[src/rtl/mem_controller.sv]
// Arbitrates LSU read/write request ports onto a smaller set of memory channels.
// Each channel claims one consumer, forwards its request and relays the response back.
module mem_controller #(
    parameter int ADDR_BITS     = 8,
    parameter int DATA_BITS     = 16,
    parameter int NUM_CONSUMERS = 4,
    parameter int NUM_CHANNELS  = 2
) (
    input  logic                               clk,
    input  logic                               reset,
    input  logic [NUM_CONSUMERS-1:0]           consumer_read_valid,
    input  logic [NUM_CONSUMERS*ADDR_BITS-1:0] consumer_read_address,
    output logic [NUM_CONSUMERS-1:0]           consumer_read_ready,
    output logic [NUM_CONSUMERS*DATA_BITS-1:0] consumer_read_data,
    input  logic [NUM_CONSUMERS-1:0]           consumer_write_valid,
    input  logic [NUM_CONSUMERS*ADDR_BITS-1:0] consumer_write_address,
    input  logic [NUM_CONSUMERS*DATA_BITS-1:0] consumer_write_data,
    output logic [NUM_CONSUMERS-1:0]           consumer_write_ready,
    output logic [NUM_CHANNELS-1:0]            mem_read_valid,
    output logic [NUM_CHANNELS*ADDR_BITS-1:0]  mem_read_address,
    input  logic [NUM_CHANNELS-1:0]            mem_read_ready,
    input  logic [NUM_CHANNELS*DATA_BITS-1:0]  mem_read_data,
    output logic [NUM_CHANNELS-1:0]            mem_write_valid,
    output logic [NUM_CHANNELS*ADDR_BITS-1:0]  mem_write_address,
    output logic [NUM_CHANNELS*DATA_BITS-1:0]  mem_write_data,
    input  logic [NUM_CHANNELS-1:0]            mem_write_ready
);
    localparam int CW = (NUM_CONSUMERS > 1) ? $clog2(NUM_CONSUMERS) : 1;

    typedef enum logic [2:0] {
        IDLE,
        READ_WAITING,
        WRITE_WAITING,
        READ_RELAY,
        WRITE_RELAY
    } state_e;

    state_e                           state_q [NUM_CHANNELS];
    state_e                           state_d [NUM_CHANNELS];
    logic [CW-1:0]                    cur_q   [NUM_CHANNELS];
    logic [CW-1:0]                    cur_d   [NUM_CHANNELS];
    logic [NUM_CONSUMERS-1:0]         busy_q, busy_d;
    logic [NUM_CHANNELS-1:0]          mrv_q, mrv_d;
    logic [NUM_CHANNELS-1:0]          mwv_q, mwv_d;
    logic [NUM_CHANNELS*ADDR_BITS-1:0] mra_q, mra_d;
    logic [NUM_CHANNELS*ADDR_BITS-1:0] mwa_q, mwa_d;
    logic [NUM_CHANNELS*DATA_BITS-1:0] mwd_q, mwd_d;
    logic [NUM_CONSUMERS-1:0]         crr_q, crr_d;
    logic [NUM_CONSUMERS-1:0]         cwr_q, cwr_d;
    logic [NUM_CONSUMERS*DATA_BITS-1:0] crd_q, crd_d;

    always_comb begin
        logic [NUM_CONSUMERS-1:0] claimed;
        logic                     found;
        logic [CW-1:0]            sel;
        busy_d  = busy_q;
        mrv_d   = mrv_q;
        mwv_d   = mwv_q;
        mra_d   = mra_q;
        mwa_d   = mwa_q;
        mwd_d   = mwd_q;
        crr_d   = crr_q;
        cwr_d   = cwr_q;
        crd_d   = crd_q;
        claimed = '0;
        found   = 1'b0;
        sel     = '0;
        // Channels are visited in index order so lower channels claim first.
        for (int ch = 0; ch < NUM_CHANNELS; ch++) begin
            state_d[ch] = state_q[ch];
            cur_d[ch]   = cur_q[ch];
            found       = 1'b0;
            sel         = '0;
            unique case (state_q[ch])
                IDLE: begin
                    for (int i = 0; i < NUM_CONSUMERS; i++) begin
                        if (!found && !busy_q[i] && !claimed[i] &&
                            (consumer_read_valid[i] || consumer_write_valid[i])) begin
                            found = 1'b1;
                            sel   = CW'(i);
                        end
                    end
                    if (found) begin
                        claimed[sel] = 1'b1;
                        busy_d[sel]  = 1'b1;
                        cur_d[ch]    = sel;
                        if (consumer_read_valid[sel]) begin
                            mrv_d[ch] = 1'b1;
                            mra_d[ch*ADDR_BITS +: ADDR_BITS] =
                                consumer_read_address[int'(sel)*ADDR_BITS +: ADDR_BITS];
                            state_d[ch] = READ_WAITING;
                        end else begin
                            mwv_d[ch] = 1'b1;
                            mwa_d[ch*ADDR_BITS +: ADDR_BITS] =
                                consumer_write_address[int'(sel)*ADDR_BITS +: ADDR_BITS];
                            mwd_d[ch*DATA_BITS +: DATA_BITS] =
                                consumer_write_data[int'(sel)*DATA_BITS +: DATA_BITS];
                            state_d[ch] = WRITE_WAITING;
                        end
                    end
                end
                READ_WAITING: begin
                    if (mem_read_ready[ch]) begin
                        mrv_d[ch]          = 1'b0;
                        crr_d[cur_q[ch]]   = 1'b1;
                        crd_d[int'(cur_q[ch])*DATA_BITS +: DATA_BITS] =
                            mem_read_data[ch*DATA_BITS +: DATA_BITS];
                        state_d[ch] = READ_RELAY;
                    end
                end
                WRITE_WAITING: begin
                    if (mem_write_ready[ch]) begin
                        mwv_d[ch]        = 1'b0;
                        cwr_d[cur_q[ch]] = 1'b1;
                        state_d[ch]      = WRITE_RELAY;
                    end
                end
                READ_RELAY: begin
                    if (!consumer_read_valid[cur_q[ch]]) begin
                        crr_d[cur_q[ch]]  = 1'b0;
                        busy_d[cur_q[ch]] = 1'b0;
                        state_d[ch]       = IDLE;
                    end
                end
                WRITE_RELAY: begin
                    if (!consumer_write_valid[cur_q[ch]]) begin
                        cwr_d[cur_q[ch]]  = 1'b0;
                        busy_d[cur_q[ch]] = 1'b0;
                        state_d[ch]       = IDLE;
                    end
                end
                default: begin
                    state_d[ch] = IDLE;
                end
            endcase
        end
    end

    always_ff @(posedge clk) begin
        if (reset) begin
            for (int ch = 0; ch < NUM_CHANNELS; ch++) begin
                state_q[ch] <= IDLE;
                cur_q[ch]   <= '0;
            end
            busy_q <= '0;
            mrv_q  <= '0;
            mwv_q  <= '0;
            mra_q  <= '0;
            mwa_q  <= '0;
            mwd_q  <= '0;
            crr_q  <= '0;
            cwr_q  <= '0;
            crd_q  <= '0;
        end else begin
            state_q <= state_d;
            cur_q   <= cur_d;
            busy_q  <= busy_d;
            mrv_q   <= mrv_d;
            mwv_q   <= mwv_d;
            mra_q   <= mra_d;
            mwa_q   <= mwa_d;
            mwd_q   <= mwd_d;
            crr_q   <= crr_d;
            cwr_q   <= cwr_d;
            crd_q   <= crd_d;
        end
    end

    assign mem_read_valid       = mrv_q;
    assign mem_read_address     = mra_q;
    assign mem_write_valid      = mwv_q;
    assign mem_write_address    = mwa_q;
    assign mem_write_data       = mwd_q;
    assign consumer_read_ready  = crr_q;
    assign consumer_write_ready = cwr_q;
    assign consumer_read_data   = crd_q;

endmodule

[config.mk]
export PLATFORM = sky130hd
export DESIGN_NAME = mem_controller
export DESIGN_NICKNAME = d
export VERILOG_FILES = /design/src/rtl/mem_controller.sv
export SDC_FILE = /design/constraint.sdc
export NUM_CORES = 1
export LEC_CHECK = 0
export CAP_MARGIN = 20
export CORE_MARGIN = 3
export CORE_UTILIZATION = 49
export CTS_CLUSTER_DIAMETER = 50
export DETAILED_ROUTE_END_ITERATION = 10
export HOLD_SLACK_MARGIN = 0.05
export PLACE_DENSITY = 0.86
export SYNTH_ARGS = -nofsm -noshare
export SYNTH_HDL_FRONTEND = slang
export SYNTH_SLANG_ARGS = --single-unit
export TNS_END_PERCENT = 100
[constraint.sdc]
create_clock -name clk -period 4.2 [get_ports clk]
set_clock_uncertainty 0.15 [all_clocks]
set_input_delay 0.84 -clock clk [delete_from_list [all_inputs] [get_ports clk]]
set_output_delay 0.84 -clock clk [all_outputs]
set_load 0.1 [all_outputs]
==> metrics.md <==
| Metric | Value |
|---|---|
| CP max stage delay | `between 0.5 and 0.6 ns` |
| Worst R2R Path Depth | `8` |
| Worst flop-to-flop path startpoint | `state_q[2]` |
| Number of synthesis warnings | `0` |
| Register bit total from synthesis | `154` |
| Total power | `roughly 11000 µW` |
| Total negative slack | `0 ns` |
| Initial antenna violation count | `0` |
| CTS Buffer Depth | `2` |
| Root buffer cell | `clkbuf_16` |
| Commonest non-fill, non-tap cell in the layout | `clkdlybuf4s50_1` |
| Post-route ant nets | `0` |
| Finished Cell Area | `12800 µm²` |
| Die Ht | `~140 µm` |
| Crit path buf inv count | `2` |
| Register clock-pin slew on the reported worst setup and hold paths | `approximately 0.070 ns` |
| Post-Syn Instances | `1000` |
| Final #Nets | `between 1000 and 1500` |
| Via-to-Cell Ratio | `a little under 7` |
| Final hold slack | `roughly 0.31 ns` |
| Residual DRC | `0` |
| Fmax | `approximately 0.28 GHz` |
| DR vias | `10500` |
| Post-DP HPWL | `roughly 25 mm` |
| DRT Wirelength | `36.0 mm` |
| Minimum clock period | `approximately 3.6 ns` |
| Vias in the first global route | `between 9000 and 10000` |
| H-tree level count | `4` |
| Avg WL per Cell | `23.7 µm` |
| Total grt overflow | `0` |
| Static Leak | `0.00467 µW` |
| CTS tree | `done` |
| Async SR Flop Fraction | `0` |
| Worst EP arrival | `about 3.7 ns` |
| Core Area | `approximately 17000 µm²` |
| Max IR drop VDD | `between 0.8 and 0.9 mV` |
| Slew margin rel. | `0.276` |
| CTS Sinks | `roughly 150` |
| Worst hold path type | `register to register` |
| Largest net degree at the start of global routing | `between 70 and 80` |
| Pre-antenna DRT Iters | `8` |
| Measured slew at the worst slew-check pin | `approximately 1.1 ns` |
| Slowest-stage cell, CP | `o21bai_2` |
| Crit-path cells | `clkdlybuf4s50_1 > o21bai_2 > nand4_1 > nand4bb_1 > a211oi_1 > or3_1 > buf_4 > nor4_1 > a211oi_2` |
| Mapped cell area | `8790 µm²` |
| Clock Latency Late Sink | `0.44 ns` |
| Worst Path Max Fanout | `42` |
| CTS resizes | `0` |
| Total die area | `19600 µm²` |
| Crit share post-route | `0.857` |
| Yosys cell types | `71` |
| Reg2reg end | `consumer_read_data[3]` |
| PortBufs | `313` |
| Most frequent cells in the layout | `clkdlybuf4s50_1 (312), dfxtp_1 (154), nand2_1 (73), a22o_1 (72), a21oi_1 (61)` |
| Worst hold endpoint | `mem_write_address[8]` |
| Seq/Total Area, Yosys | `0.351` |
| Syn_nets | `between 1000 and 1500` |
| Register-to-register setup slack | `between 0.8 and 0.9 ns` |
| # Post-CTS Setup Buffers | `0` |
| Inserted Diodes | `0` |
| Placed Area | `between 10000 and 15000 µm²` |
| Finished Layout Cells | `about 1500` |
| PwrDens | `about 900 nW/µm²` |
| RSZ-0062 raised after global routing | `false` |
| IO Pins | `roughly 310` |
| Avg Cell Area, Syn | `~8.8 µm²` |
| CTS buffer count | `17` |
| Layout area overhead | `46.0%` |
| Num rows | `between 40 and 50` |
| Hold Fails Final Rpt | `0` |
| Post-CTS Hold Fix Bufs | `0` |
| Ratio of cells with drive above 1 in the final layout | `0.109` |
| Total GRT Usage | `0.348` |
| CP Capture Type | `register` |
| Worst Path Required | `around 4.3 ns` |
| Cells after DPL | `approximately 1500` |
| Outcome | `complete, no violations` |
| Routability cong. | `around 0.9` |
| Worst Hold Depth | `2` |
| Max Cap Viol | `0` |
| Setup violators final | `0` |
| Ys flop type | `dfxtp_1` |
| Critical path startpoint category | `input pin` |
| Max-slew violations | `0` |
| CP delay by family, top | `simple AND/OR/NAND/NOR gates` |
| First-pass GRT wire length | `between 50 and 60 mm` |
| Fillers | `between 1000 and 1500` |
| Die width | `140 µm` |
| Initial DRC Count | `between 1000 and 1500` |
| Post-synth EDFFs | `0` |
| Initial Util | `0.505` |
| WS Path Type | `input pin to register` |
| Worst Hold Launch | `mem_write_address[8]` |
[layout make-up]
type	instances	area, µm²	area share
Clock buffer	17	425	0.0331
Clock inverter	15	196	0.0153
Inverter	33	124	0.00965
Multi-Input combinational cell	714	5200	0.405
Sequential cell	154	3080	0.240
Tap cell	225	282	0.0219
Timing Repair Buffer	363	3530	0.275
[through the flow]
stage                     utilization  setup WS [ns]
after detailed placement        0.698         0.0260
after global routing            0.737          0.463
final                           0.737          0.600
after floorplan                     -           1.15
after CTS                       0.734          0.435
after global placement          0.698          0.135
[tightest hold or removal path: stages (launching register included)]
cell and delay (ns):
dfxtp_1 0.31, inv_1 0.05, a211oi_1 0.05
[cell families (layout without fill, tap and decap cells)]
kind of cell,Yosys count,count (layout),share of synthesized area
flops,154,154,0.351
buf+inv,132,428,0.0655
mux,5,5,0.0114
simple gates,295,295,0.173
fa+ha+maj,17,17,0.0239
xor+xnor,1,1,0.00185
compound gates,396,396,0.374
[per-layer routing]
layer  share of wire  GRT usage  vias to the layer above
met5               0          0                        -
met1            0.36      0.423                     4889
li1                -          -                     4577
met4           0.052      0.162                        0
met2            0.47      0.578                      850
met3            0.12     0.0905                      152
[sequential cells by signal, summed over array words and instances, names as in the netlist]
name / cells
consumer_read_ready: 4
cur_q: 4
mem_write_address: 16
consumer_write_ready: 4
mem_write_valid: 2
state_q: 6
consumer_read_data: 64
mem_read_address: 16
mem_write_data: 32
busy_q: 4
mem_read_valid: 2
[report_power, final]
| part | internal (µW) | switching, µW |
|---|---|---|
| Combinational | 2200 | 5370 |
| Sequential | 1870 | 335 |
| Clock | 814 | 776 |
| Total | 4880 | 6480 |
[synthesized netlist by cell type (21+ instances only)]
cell type,n,share of area
dfxtp_1,154,0.35
nand2_1,73,0.031
a22o_1,72,0.072
clkbuf_1,71,0.030
a21oi_1,61,0.035
nand3_1,60,0.034
nor2_1,56,0.024
a221o_1,49,0.056
a311oi_1,41,0.041
a222oi_1,34,0.039
o21ai_0,33,0.019
inv_1,32,0.014
nor4_1,26,0.019
a211oi_2,22,0.031
a22oi_1,21,0.018
[how the worst max path moves through the flow]
| stage | from | to | cells past startpoint |
|---|---|---|---|
| 2_1_floorplan | consumer_write_valid[1] | mem_write_data[21] | 11 |
| 3_3_place_gp | consumer_read_valid[3] | consumer_read_data[23] | 8 |
| 3_5_place_dp | consumer_read_valid[3] | consumer_read_data[26] | 8 |
| 4_1_cts | consumer_read_valid[3] | consumer_read_data[18] | 8 |
| 5_1_grt | consumer_write_valid[1] | mem_write_data[22] | 9 |
| 6_report | consumer_write_valid[1] | mem_write_data[31] | 9 |
No activity file was read; power rests on OpenSTA's default activity.
